**src/rtl/loop_pulse_gen_if.sv**
```systemverilog
// Bus bundle for loop_pulse_gen: control, phase lengths and status.
// Optional macro LPG_DUTY_EN adds the independent low_len field.
interface loop_pulse_gen_if #(
  parameter int unsigned CNT_W = 16,
  parameter int unsigned REP_W = 8
);
  logic             start;
  logic             stop;
  logic             mode;
  logic [CNT_W-1:0] high_len;
`ifdef LPG_DUTY_EN
  logic [CNT_W-1:0] low_len;
`endif
  logic [REP_W-1:0] repeat_n;
  logic             wave_out;
  logic             busy;
  logic             done;
  logic [REP_W-1:0] pulse_cnt;

  // Controller side: drives requests, observes status
  modport master (
    output start, stop, mode, high_len,
`ifdef LPG_DUTY_EN
    output low_len,
`endif
    output repeat_n,
    input  wave_out, busy, done, pulse_cnt
  );

  // Generator side
  modport slave (
    input  start, stop, mode, high_len,
`ifdef LPG_DUTY_EN
    input  low_len,
`endif
    input  repeat_n,
    output wave_out, busy, done, pulse_cnt
  );
endinterface

```
**src/rtl/loop_pulse_gen.sv**
```systemverilog
// Repeating / free-running pulse train generator (IDLE -> HIGH -> LOW loop).
// Optional macro LPG_DUTY_EN: independent low_len; otherwise LOW lasts high_len.
module loop_pulse_gen #(
  parameter int unsigned CNT_W = 16,
  parameter int unsigned REP_W = 8
) (
  input logic              Clk,
  input logic              Rst,
  loop_pulse_gen_if.slave  bus
);

  typedef enum logic [1:0] {
    IDLE = 2'd0,
    HIGH = 2'd1,
    LOW  = 2'd2
  } state_t;

  state_t           state_q, state_d;
  logic             mode_q;
  logic [CNT_W-1:0] hi_len_q, lo_len_q;
  logic [REP_W-1:0] rep_q;
  logic [CNT_W-1:0] phase_q, phase_d;
  logic [REP_W-1:0] pulse_q, pulse_d;
  logic             wave_q, wave_d;
  logic             busy_q, busy_d;
  logic             done_q, done_d;
  logic             latch_c;

  logic             accept_c;
  logic             zero_rep_c;
  logic [CNT_W-1:0] hi_in_c, lo_in_c;
  logic             phase_end_c;
  logic [REP_W-1:0] pulse_inc_c;
  logic             last_pulse_c;

  // Decode of inputs and running counters shared by both comb processes
  always_comb begin
    accept_c     = bus.start & ~bus.stop;
    zero_rep_c   = ~bus.mode & (bus.repeat_n == '0);
    hi_in_c      = (bus.high_len == '0) ? CNT_W'(1) : bus.high_len;
`ifdef LPG_DUTY_EN
    lo_in_c      = (bus.low_len == '0) ? CNT_W'(1) : bus.low_len;
`else
    lo_in_c      = hi_in_c;
`endif
    phase_end_c  = (phase_q == '0);
    pulse_inc_c  = pulse_q + REP_W'(1);
    last_pulse_c = ~mode_q & (pulse_inc_c == rep_q);
  end

  // State register
  always_ff @(posedge Clk or posedge Rst) begin
    if (Rst) state_q <= IDLE;
    else     state_q <= state_d;
  end

  // Next-state logic; stop overrides everything in every state
  always_comb begin
    state_d = state_q;
    case (state_q)
      IDLE: if (accept_c && !zero_rep_c) state_d = HIGH;
      HIGH: begin
        if (bus.stop)         state_d = IDLE;
        else if (phase_end_c) state_d = LOW;
      end
      LOW: begin
        if (bus.stop)         state_d = IDLE;
        else if (phase_end_c) state_d = last_pulse_c ? IDLE : HIGH;
      end
      default: state_d = IDLE;
    endcase
  end

  // Next values of outputs and phase/pulse counters
  always_comb begin
    wave_d  = (state_d == HIGH);
    busy_d  = (state_d != IDLE);
    done_d  = 1'b0;
    pulse_d = pulse_q;
    phase_d = phase_q;
    latch_c = 1'b0;
    case (state_q)
      IDLE: begin
        if (accept_c) begin
          latch_c = 1'b1;
          pulse_d = '0;
          done_d  = zero_rep_c;
          phase_d = hi_in_c - CNT_W'(1);
        end
      end
      HIGH: begin
        if (!bus.stop) begin
          if (phase_end_c) phase_d = lo_len_q - CNT_W'(1);
          else             phase_d = phase_q - CNT_W'(1);
        end
      end
      LOW: begin
        if (!bus.stop) begin
          if (phase_end_c) begin
            pulse_d = pulse_inc_c;
            phase_d = hi_len_q - CNT_W'(1);
            done_d  = last_pulse_c;
          end else begin
            phase_d = phase_q - CNT_W'(1);
          end
        end
      end
      default: ;
    endcase
  end

  // Datapath and registered outputs; train parameters latched only on accept
  always_ff @(posedge Clk or posedge Rst) begin
    if (Rst) begin
      mode_q   <= 1'b0;
      hi_len_q <= '0;
      lo_len_q <= '0;
      rep_q    <= '0;
      phase_q  <= '0;
      pulse_q  <= '0;
      wave_q   <= 1'b0;
      busy_q   <= 1'b0;
      done_q   <= 1'b0;
    end else begin
      if (latch_c) begin
        mode_q   <= bus.mode;
        hi_len_q <= hi_in_c;
        lo_len_q <= lo_in_c;
        rep_q    <= bus.repeat_n;
      end
      phase_q <= phase_d;
      pulse_q <= pulse_d;
      wave_q  <= wave_d;
      busy_q  <= busy_d;
      done_q  <= done_d;
    end
  end

  assign bus.wave_out  = wave_q;
  assign bus.busy      = busy_q;
  assign bus.done      = done_q;
  assign bus.pulse_cnt = pulse_q;

endmodule

```
**src/flat_wrapper.sv**
```systemverilog
// flat-port wrapper written by rule: the top's interface ports become plain ports
module loop_pulse_gen_flat 
#(
  parameter int unsigned CNT_W = 16,
  parameter int unsigned REP_W = 8
)
  (Clk, Rst, bus_start, bus_stop, bus_mode, bus_high_len, bus_repeat_n, bus_wave_out, bus_busy, bus_done, bus_pulse_cnt);
  loop_pulse_gen_if #(.CNT_W(CNT_W), .REP_W(REP_W)) bus_i ();
  input logic Clk;
  input logic Rst;
  input wire logic [$bits(bus_i.start)-1:0] bus_start;
  input wire logic [$bits(bus_i.stop)-1:0] bus_stop;
  input wire logic [$bits(bus_i.mode)-1:0] bus_mode;
  input wire logic [$bits(bus_i.high_len)-1:0] bus_high_len;
  input wire logic [$bits(bus_i.repeat_n)-1:0] bus_repeat_n;
  output wire logic [$bits(bus_i.wave_out)-1:0] bus_wave_out;
  output wire logic [$bits(bus_i.busy)-1:0] bus_busy;
  output wire logic [$bits(bus_i.done)-1:0] bus_done;
  output wire logic [$bits(bus_i.pulse_cnt)-1:0] bus_pulse_cnt;
  assign bus_i.start = bus_start;
  assign bus_i.stop = bus_stop;
  assign bus_i.mode = bus_mode;
  assign bus_i.high_len = bus_high_len;
  assign bus_i.repeat_n = bus_repeat_n;
  assign bus_wave_out = bus_i.wave_out;
  assign bus_busy = bus_i.busy;
  assign bus_done = bus_i.done;
  assign bus_pulse_cnt = bus_i.pulse_cnt;
  loop_pulse_gen #(.CNT_W(CNT_W), .REP_W(REP_W)) u_core (.Clk(Clk), .Rst(Rst), .bus(bus_i));
endmodule
```
**config.mk**
```make
export PLATFORM = sky130hd
export DESIGN_NAME = loop_pulse_gen_flat
export DESIGN_NICKNAME = d
export VERILOG_FILES = /design/src/rtl/loop_pulse_gen_if.sv /design/src/rtl/loop_pulse_gen.sv /design/src/flat_wrapper.sv
export SDC_FILE = /design/constraint.sdc
export NUM_CORES = 1
export LEC_CHECK = 0
export ABC_AREA = 1
export CAP_MARGIN = 20
export CORE_UTILIZATION = 57
export CTS_CLUSTER_SIZE = 40
export DETAILED_ROUTE_END_ITERATION = 8
export PLACE_DENSITY_LB_ADDON = 0.3
export SLEW_MARGIN = 20
export SYNTH_ARGS = -nofsm -noshare
export SYNTH_HDL_FRONTEND = slang
export SYNTH_SLANG_ARGS = --single-unit
```
**constraint.sdc**
```tcl
create_clock -name Clk -period 2.7 [get_ports Clk]
set_input_delay 0.405 -clock Clk [delete_from_list [all_inputs] [get_ports Clk]]
set_output_delay 0.405 -clock Clk [all_outputs]
set_load 0.03 [all_outputs]
```
==> results of run 1 <==
-- Yosys cell counts, types with 3 or more instances --
cell      instances
a21oi_1           6
nor2_4            3
nand2_2          10
o21ai_0          31
nor2_1           53
o21ai_2           3
nand2_1         143
o21ai_1           4
dfrtp_1          54
ha_1              7
or2_2             3
nand3_2           8
nor2_2            7
inv_1            55
clkbuf_1          5
nand3_1          40
nand4_1           8
xor2_1            8
o22ai_1           3
xnor2_1           3
-- final cells by class --
type                            instances  share of cell area
Multi-Input combinational cell        354               0.445
Sequential cell                        54               0.334
Clock inverter                          2              0.0148
Clock buffer                            6              0.0204
Timing Repair Buffer                   45               0.111
Tap cell                               72              0.0222
Inverter                               57              0.0528
-- where the power goes --
part	internal [mW]	leakage [nW]	switching, mW
registers	1.13	0.681	0.235
logic	0.590	1.20	1.12
clock network	0.396	0.0714	0.277
total	2.12	1.95	1.63
-- how the worst max path moves through the flow --
stage                     slack [ns]                        endpoint                   startpoint  depth (start not counted)
after global routing            0.02   u_core.phase_q[8]$_DFFE_PP0P_  u_core.state_q[0]$_DFF_PP0_                         12
after global placement          0.39  u_core.phase_q[12]$_DFFE_PP0P_  u_core.state_q[0]$_DFF_PP0_                         11
after floorplan                 0.67  u_core.phase_q[12]$_DFFE_PP0P_  u_core.state_q[0]$_DFF_PP0_                         11
after CTS                       0.26  u_core.phase_q[14]$_DFFE_PP0P_  u_core.state_q[0]$_DFF_PP0_                         11
final                           0.25   u_core.phase_q[8]$_DFFE_PP0P_  u_core.state_q[0]$_DFF_PP0_                         11
after detailed placement        0.27  u_core.phase_q[14]$_DFFE_PP0P_  u_core.state_q[0]$_DFF_PP0_                         11
-- metal layers --
layer | vias up | routed length, µm
met5 | - | 0
met4 | 0 | 232
met3 | 24 | 515
met2 | 140 | 3970
met1 | 1505 | 3740
li1 | 1583 | -
-- cell usage in the layout, fill, tap and decap left out, types with 4 or more instances in the layout --
master and instances:
a21oi_1 6, buf_4 5, clkbuf_8 6, clkdlybuf4s50_1 39, dfrtp_1 54, ha_1 7
inv_1 54, nand2_1 143, nand2_2 10, nand3_1 40, nand3_2 8, nand4_1 8
nor2_1 53, nor2_2 7, o21ai_0 31, o21ai_1 4, xor2_1 8
-- sequential cells by signal, indices dropped and copies added, names as in the netlist --
| register | cells |
|---|---|
| u_core.hi_len_q | 16 |
| u_core.mode_q | 1 |
| u_core.rep_q | 8 |
| u_core.bus.wave_out | 1 |
| u_core.bus.busy | 1 |
| u_core.bus.done | 1 |
| u_core.bus.pulse_cnt | 8 |
| u_core.state_q | 2 |
| u_core.phase_q | 16 |
-- through the flow --
stage	area (µm²)	power, mW	hold WS [ns]	setup WS (ns)	instances
floorplan	3450	2.63	0.443	0.666	476
global placement	3910	2.97	0.466	0.391	582
detailed placement	3910	3.04	0.466	0.271	582
CTS	4050	3.74	0.442	0.259	590
global route	4050	4.05	0.479	0.0168	590
finish	4050	3.75	0.421	0.251	590
-- cell families (layout without fill, tap and decap cells) --
family                   count (synthesis)  in the layout
AO/OA/AOI/OAI                           53             53
XOR/XNOR                                11             11
flip-flops                              54             54
adder cells (fa/ha/maj)                  7              7
buffers and inverters                   68            110
AND/OR/NAND/NOR                        283            283
==> metrics.md, run 1 <==
| Metric | Value |
|---|---|
| Slew headroom | 0.548 |
| Met2 Usage GRT | 0.490 |
| Mux cell area share after synthesis | 0 |
| Pins Over Slew Limit | 0 |
| Most Crowded Layer GR | met2 |
| FFs w/ async S/R, synth | 1.00 |
| H-tree depth | 2 |
| Critical path cell sequence | inv_1 > ha_1 > inv_2 > or2_1 > o21ai_2 > ha_1 > nand2_1 > nor2_1 > nand4_1 > nand3_1 > nand2_1 |
| GRT Total Usage | 0.295 |
| Top post-synthesis cells by area | dfrtp_1 (39%), nand2_1 (16%), inv_1 (6.0%) |
| WS Path Type | register to register |
| Setup TNS | 0 ns |
| Buf/Inv on CP | 2 |
| Clock Tree Root | clkbuf_8 |
| DR iter-0 viols | 225 |
| Post-Syn Nets | 512 |
| R2R setup slack | 0.25 ns |
| EDFF count, synth | 0 |
| First-pass iteration count of the detailed router | 5 |
| Reg clk slew, reported paths | 0.11 ns |
| Synth Area in Adders | 0.0254 |
| Placeable Area | 5680 µm² |
| DIE HEIGHT | around 80 µm |
| Num ports | 40 |
| Register area | 1350 µm² |
| Number of global-route vias before repair | 3225 |
| Setup Buffers After CTS | 0 |
| # hold bufs at CTS | 0 |
| Worst r2r src | u_core.state_q[0]$_DFF_PP0_ |
| HP Class | input pin to asynchronous set/reset pin |
| Status | finished clean |
| Slowest stage cell, crit path | dfrtp_1 |
| First-pass GRT wire length | 14.5 mm |
| Flops & latches, synth | 54 |
| Yosys top cell area share | 0.391 |
| Post-synth cell types | 38 |
| Post-DP HPWL | 6.15 mm |
| Complex-gate fraction of the synthesized area | 0.0866 |
| Simple-gate share of the synthesized area | 0.382 |
| Crit path launch type | register |
| Total wire length | 8.45 mm |
| Met3 usage | 0.0469 |
| Vias | 3252 |
| Largest net degree at the start of global routing | 34 |
| Worst setup EP type | register |
| Nets | 553 |
| Initial antenna violation count | 0 |
| Post-DR wirelength/cell | 14.3 µm |
| Main combinational cell family by area after synthesis | simple AND/OR/NAND/NOR gates |
| Pwr per Cell Area | 926 nW/µm² |
| TritonCTS Buffers | 5 |
| Worst-margin pin slew | 0.678 ns |
| Worst r2r path cells | 11 |
| CTS tree | built |
| Yosys warns | 0 |
| Clock buffer depth | 2 |
| Post-CTS sizing | 0 |
| Fillers | 479 |
| Worst Skew | ~0.014 ns |
| Drt drc | 0 |
| DIE WIDTH | 79.9 µm |
| Final setup viols | 0 |
| Worst skew pair latency | 0.32 ns |
| Initial Util | 0.609 |
| RePlAce Congestion | 0.907 |
| Mapped cell area | 3450 µm² |
| Fmax | 408 MHz |
| Synth area leader | dfrtp_1 |
| Critical Path RT | 2.90 ns |
| Reg2reg end | u_core.phase_q[8]$_DFFE_PP0P_ |
| Seq/Total Area, Yosys | 0.391 |
| Vias/cell | around 5.5 |
| CP top delay family | simple AND/OR/NAND/NOR gates |
| Grt met1 use | 0.384 |
| Hold Fails Final Rpt | 0 |
| CP Max Fanout | 8 |
| Port Buffers | 39 |
| Fin crit share | 0.907 |
| Clk sinks | 54 |
| Synth Instances | approximately 480 |
| Synthesized area per cell | 7.26 µm² |
| Min Tclk post-route | 2.45 ns |
| CP Data Arrival Time | 2.65 ns |
| Main synth FF type | dfrtp_1 |
| Area Growth Syn to Fin | 17.2% |
| RSZ-0062 raised after global routing | false |
| Row cnt | 27 |
| Critical Path Max Stage Delay | 0.44 ns |
| Layout cell share with drive strength beyond 1 | 0.112 |
| Die area | approximately 6400 µm² |
| Multi-input logic area | ~1800 µm² |
| XOR/XNOR share of the synthesized area | 0.0279 |
| Worst vdd ir | 0.596 mV |
| Fin util | 0.714 |
| Leakage | approximately 1.9 nW |
| Antenna diodes | 0 |
| Remaining Overflow, GRT | 0 |
| Max-cap violations | 0 |
| ANT nets after route | 0 |
Note: power is estimated with default switching activity, not from simulation.
==> run 2, diff against run 1 <==
- ABC_AREA: 1 -> unset
- CORE_UTILIZATION: 57 -> 56
==> metrics.md, run 2 <==
| Metric | Value |
|---|---|
| WS Path Type | register to register |
| Vias | 3233 |
| HP Class | input pin to asynchronous set/reset pin |
| Area Growth Syn to Fin | 31.3% |
| Critical Path RT | 2.94 ns |
| Drt drc | 0 |
| Port Buffers | 39 |
| Fillers | about 400 |
| Count leader, synth | dfrtp_1 |
| Worst vdd ir | 0.561 mV |
| Total wire length | 9.53 mm |
| Hold Fails Final Rpt | 0 |
| Pwr Total | 3.92 mW |
| ANT nets after route | 0 |
| DIE HEIGHT | 80 µm |
| Clock buffer depth | 2 |
| Synth Instances | 357 |
| CP Data Arrival Time | between 2 and 3 ns |
| Num ports | 40 |
| Setup TNS | 0 ns |
| Buf/Inv on CP | 1 |
| Main synth FF type | dfrtp_1 |
| Placeable Area | 5890 µm² |
| Net Sw Frac | 0.407 |
| Critical path cell sequence | inv_2 > ha_4 > or4b_1 > a2111oi_4 > o31a_1 > o211ai_1 > or3_1 > a31oi_1 |
| Yosys top cell area share | 0.397 |
| Clk sinks | between 50 and 60 |
| Largest net degree at the start of global routing | 22 |
| Worst setup EP type | register |
| Largest registers | u_core.hi_len_q (16), u_core.phase_q (16) |
| Die area | 6400 µm² |
| Yosys warns | 0 |
| Mapped cell area | about 3400 µm² |
| GRT Total Usage | 0.301 |
| Fin Hold WS | 0.366 ns |
| Initial Util | 0.579 |
| Post-DP HPWL | 6.48 mm |
| EDFF count, synth | 0 |
| Post-DR wirelength/cell | 18.2 µm |
| Flops & latches, synth | 54 |
| CP top delay family | simple AND/OR/NAND/NOR gates |
| RSZ-0062 raised after global routing | true |
| Clock power frac | 0.119 |
| Dpl cells | 497 |
| Clock Tree Root | clkbuf_8 |
| FFs w/ async S/R, synth | 1.00 |
| Seq/Total Area, Yosys | 0.397 |
| Setup WS pre-CTS | -0.474 ns |
| Initial antenna violation count | 0 |
| Synthesized area per cell | ~9.5 µm² |
| Commonest non-fill, non-tap cell in the layout | buf_4 |
| Top cells by count, synth | dfrtp_1 (54), mux2_2 (31), nor2_1 (31), o21ai_0 (30), nand2_1 (25) |
| Slowest stage cell, crit path | or4b_1 |
| First-pass iteration count of the detailed router | 5 |
| Number of global-route vias before repair | 2966 |
| Internal | 2.33 mW |
| Worst skew pair latency | roughly 0.32 ns |
| First-pass GRT wire length | ~15 mm |
| Slew headroom | 0.616 |
| Reg clk slew, reported paths | 0.10 ns |
| Pins Over Slew Limit | 0 |
| Fmax | between 300 and 400 MHz |
| Final std cells w/o fill | 524 |
| H-tree depth | 2 |
| CTS tree | built |
| Reg power frac | 0.373 |
| TritonCTS Buffers | 5 |
| Setup ws final | 0.00364 ns |
| Critical Path Max Stage Delay | 0.54 ns |
| CP Max Fanout | 7 |
| Nets | 485 |
| Final setup viols | 0 |
| Worst-margin pin slew | between 0.5 and 0.6 ns |
| Min Tclk post-route | between 2 and 3 ns |
| Fin crit share | 0.999 |
| P_sw | 1.59 mW |
| Synth area leader | dfrtp_1 |
| Worst Skew | 0.00751 ns |
| # hold bufs at CTS | 0 |
| Most frequent cells in the layout | buf_4 (61), dfrtp_1 (53), mux2_2 (31), nor2_1 (31) |
| Row cnt | 28 |
| Design Area, Final | 4470 µm² |
| Vias/cell | between 6 and 7 |
| DR iter-0 viols | 323 |
| DIE WIDTH | 80 µm |
| Placed cell areas | roughly 4000 µm² |
| Leakage | 1.90 nW |
| Crit path launch type | register |
| Pwr per Cell Area | 876 nW/µm² |
| Fin util | 0.760 |
| Layout cell share with drive strength beyond 1 | 0.285 |
| Max-cap violations | 0 |
| Top post-synthesis cells by area | dfrtp_1 (40%), mux2_2 (10%), o21ai_0 (4.4%) |
| RePlAce Congestion | approximately 0.94 |
| Antenna diodes | 0 |
| Combinational share of power | 0.508 |
| Post-Syn Nets | 393 |
| Status | finished clean |
| Post-synth cell types | 57 |
| Remaining Overflow, GRT | 0 |
-- run 2: changes by cell type after synthesis, sizes merged, moves of 10 or more --
cell | before | now
nand3 | 50 | 10
nor2 | 64 | 31
nor4 | 1 | 12
a31oi | 0 | 11
a21oi | 8 | 20
inv | 57 | 7
xnor2 | 3 | 13
nand2 | 154 | 25
mux2 | 0 | 32
-- run 2: worst register-to-register path, cell delays in order, from the launching register on --
cell and delay, ns:
dfrtp_1 0.38, inv_2 0.07, ha_4 0.33, or4b_1 0.54, a2111oi_4 0.37, o31a_1 0.26
o211ai_1 0.13, or3_1 0.39, a31oi_1 0.16
-- run 2: cell type report --
type / instances / area [µm²] / share of cell area
Timing Repair Buffer: 101 / 890 / 0.199
Inverter: 8 / 31.3 / 0.00699
Sequential cell: 54 / 1350 / 0.302
Clock buffer: 5 / 68.8 / 0.0154
Clock inverter: 2 / 15.0 / 0.00336
Multi-Input combinational cell: 279 / 2020 / 0.452
Tap cell: 75 / 93.8 / 0.0210
-- run 2: worst paths after layout --
check                                                 from  slack [ns]                               to  depth (start not counted)
min reg2reg                u_core.hi_len_q[15]$_DFFE_PP0P_        0.52  u_core.hi_len_q[15]$_DFFE_PP0P_                          1
max in group asynchronous                              Rst        1.72  u_core.hi_len_q[10]$_DFFE_PP0P_                          3
min in group Clk                          bus_high_len[10]        0.39  u_core.hi_len_q[10]$_DFFE_PP0P_                          2
max reg2reg                    u_core.state_q[1]$_DFF_PP0_       0.004   u_core.phase_q[10]$_DFFE_PP0P_                          8
min                                                    Rst        0.37   u_core.hi_len_q[6]$_DFFE_PP0P_                          2
max                            u_core.state_q[1]$_DFF_PP0_       0.004   u_core.phase_q[10]$_DFFE_PP0P_                          8
-- run 2: timing repair --
item	4_1_cts	5_1_grt
gates resized for setup	7	24
setup buffers	1	20
cloned	0	0
pin swaps	3	11
setup endpoints to repair	6	7
-- run 2: power groups by stage --
stage | combinational [mW] | clock (mW) | sequential, mW
floorplan | 1.26 | 0 | 1.39
global placement | 1.66 | 0 | 1.44
detailed placement | 1.72 | 0 | 1.45
CTS | 1.74 | 0.464 | 1.44
global route | 2.16 | 0.497 | 1.49
finish | 1.99 | 0.466 | 1.46
-- run 2: logic make-up (layout without fill, tap and decap cells) --
kind of cell | after synthesis | after routing | synth area share
flip-flops | 54 | 54 | 0.397
AO/OA/AOI/OAI | 97 | 97 | 0.185
multiplexers | 32 | 32 | 0.107
adder cells (fa/ha/maj) | 7 | 7 | 0.0257
AND/OR/NAND/NOR | 126 | 126 | 0.195
XOR/XNOR | 17 | 17 | 0.0477
buffers and inverters | 24 | 116 | 0.0426
-- run 2: layer usage --
layer,track usage,vias to the layer above,part of all wire
met5,0,-,0
met4,0.116,0,0.025
met3,0.0423,23,0.075
met2,0.491,152,0.49
met1,0.404,1539,0.41
li1,-,1519,-
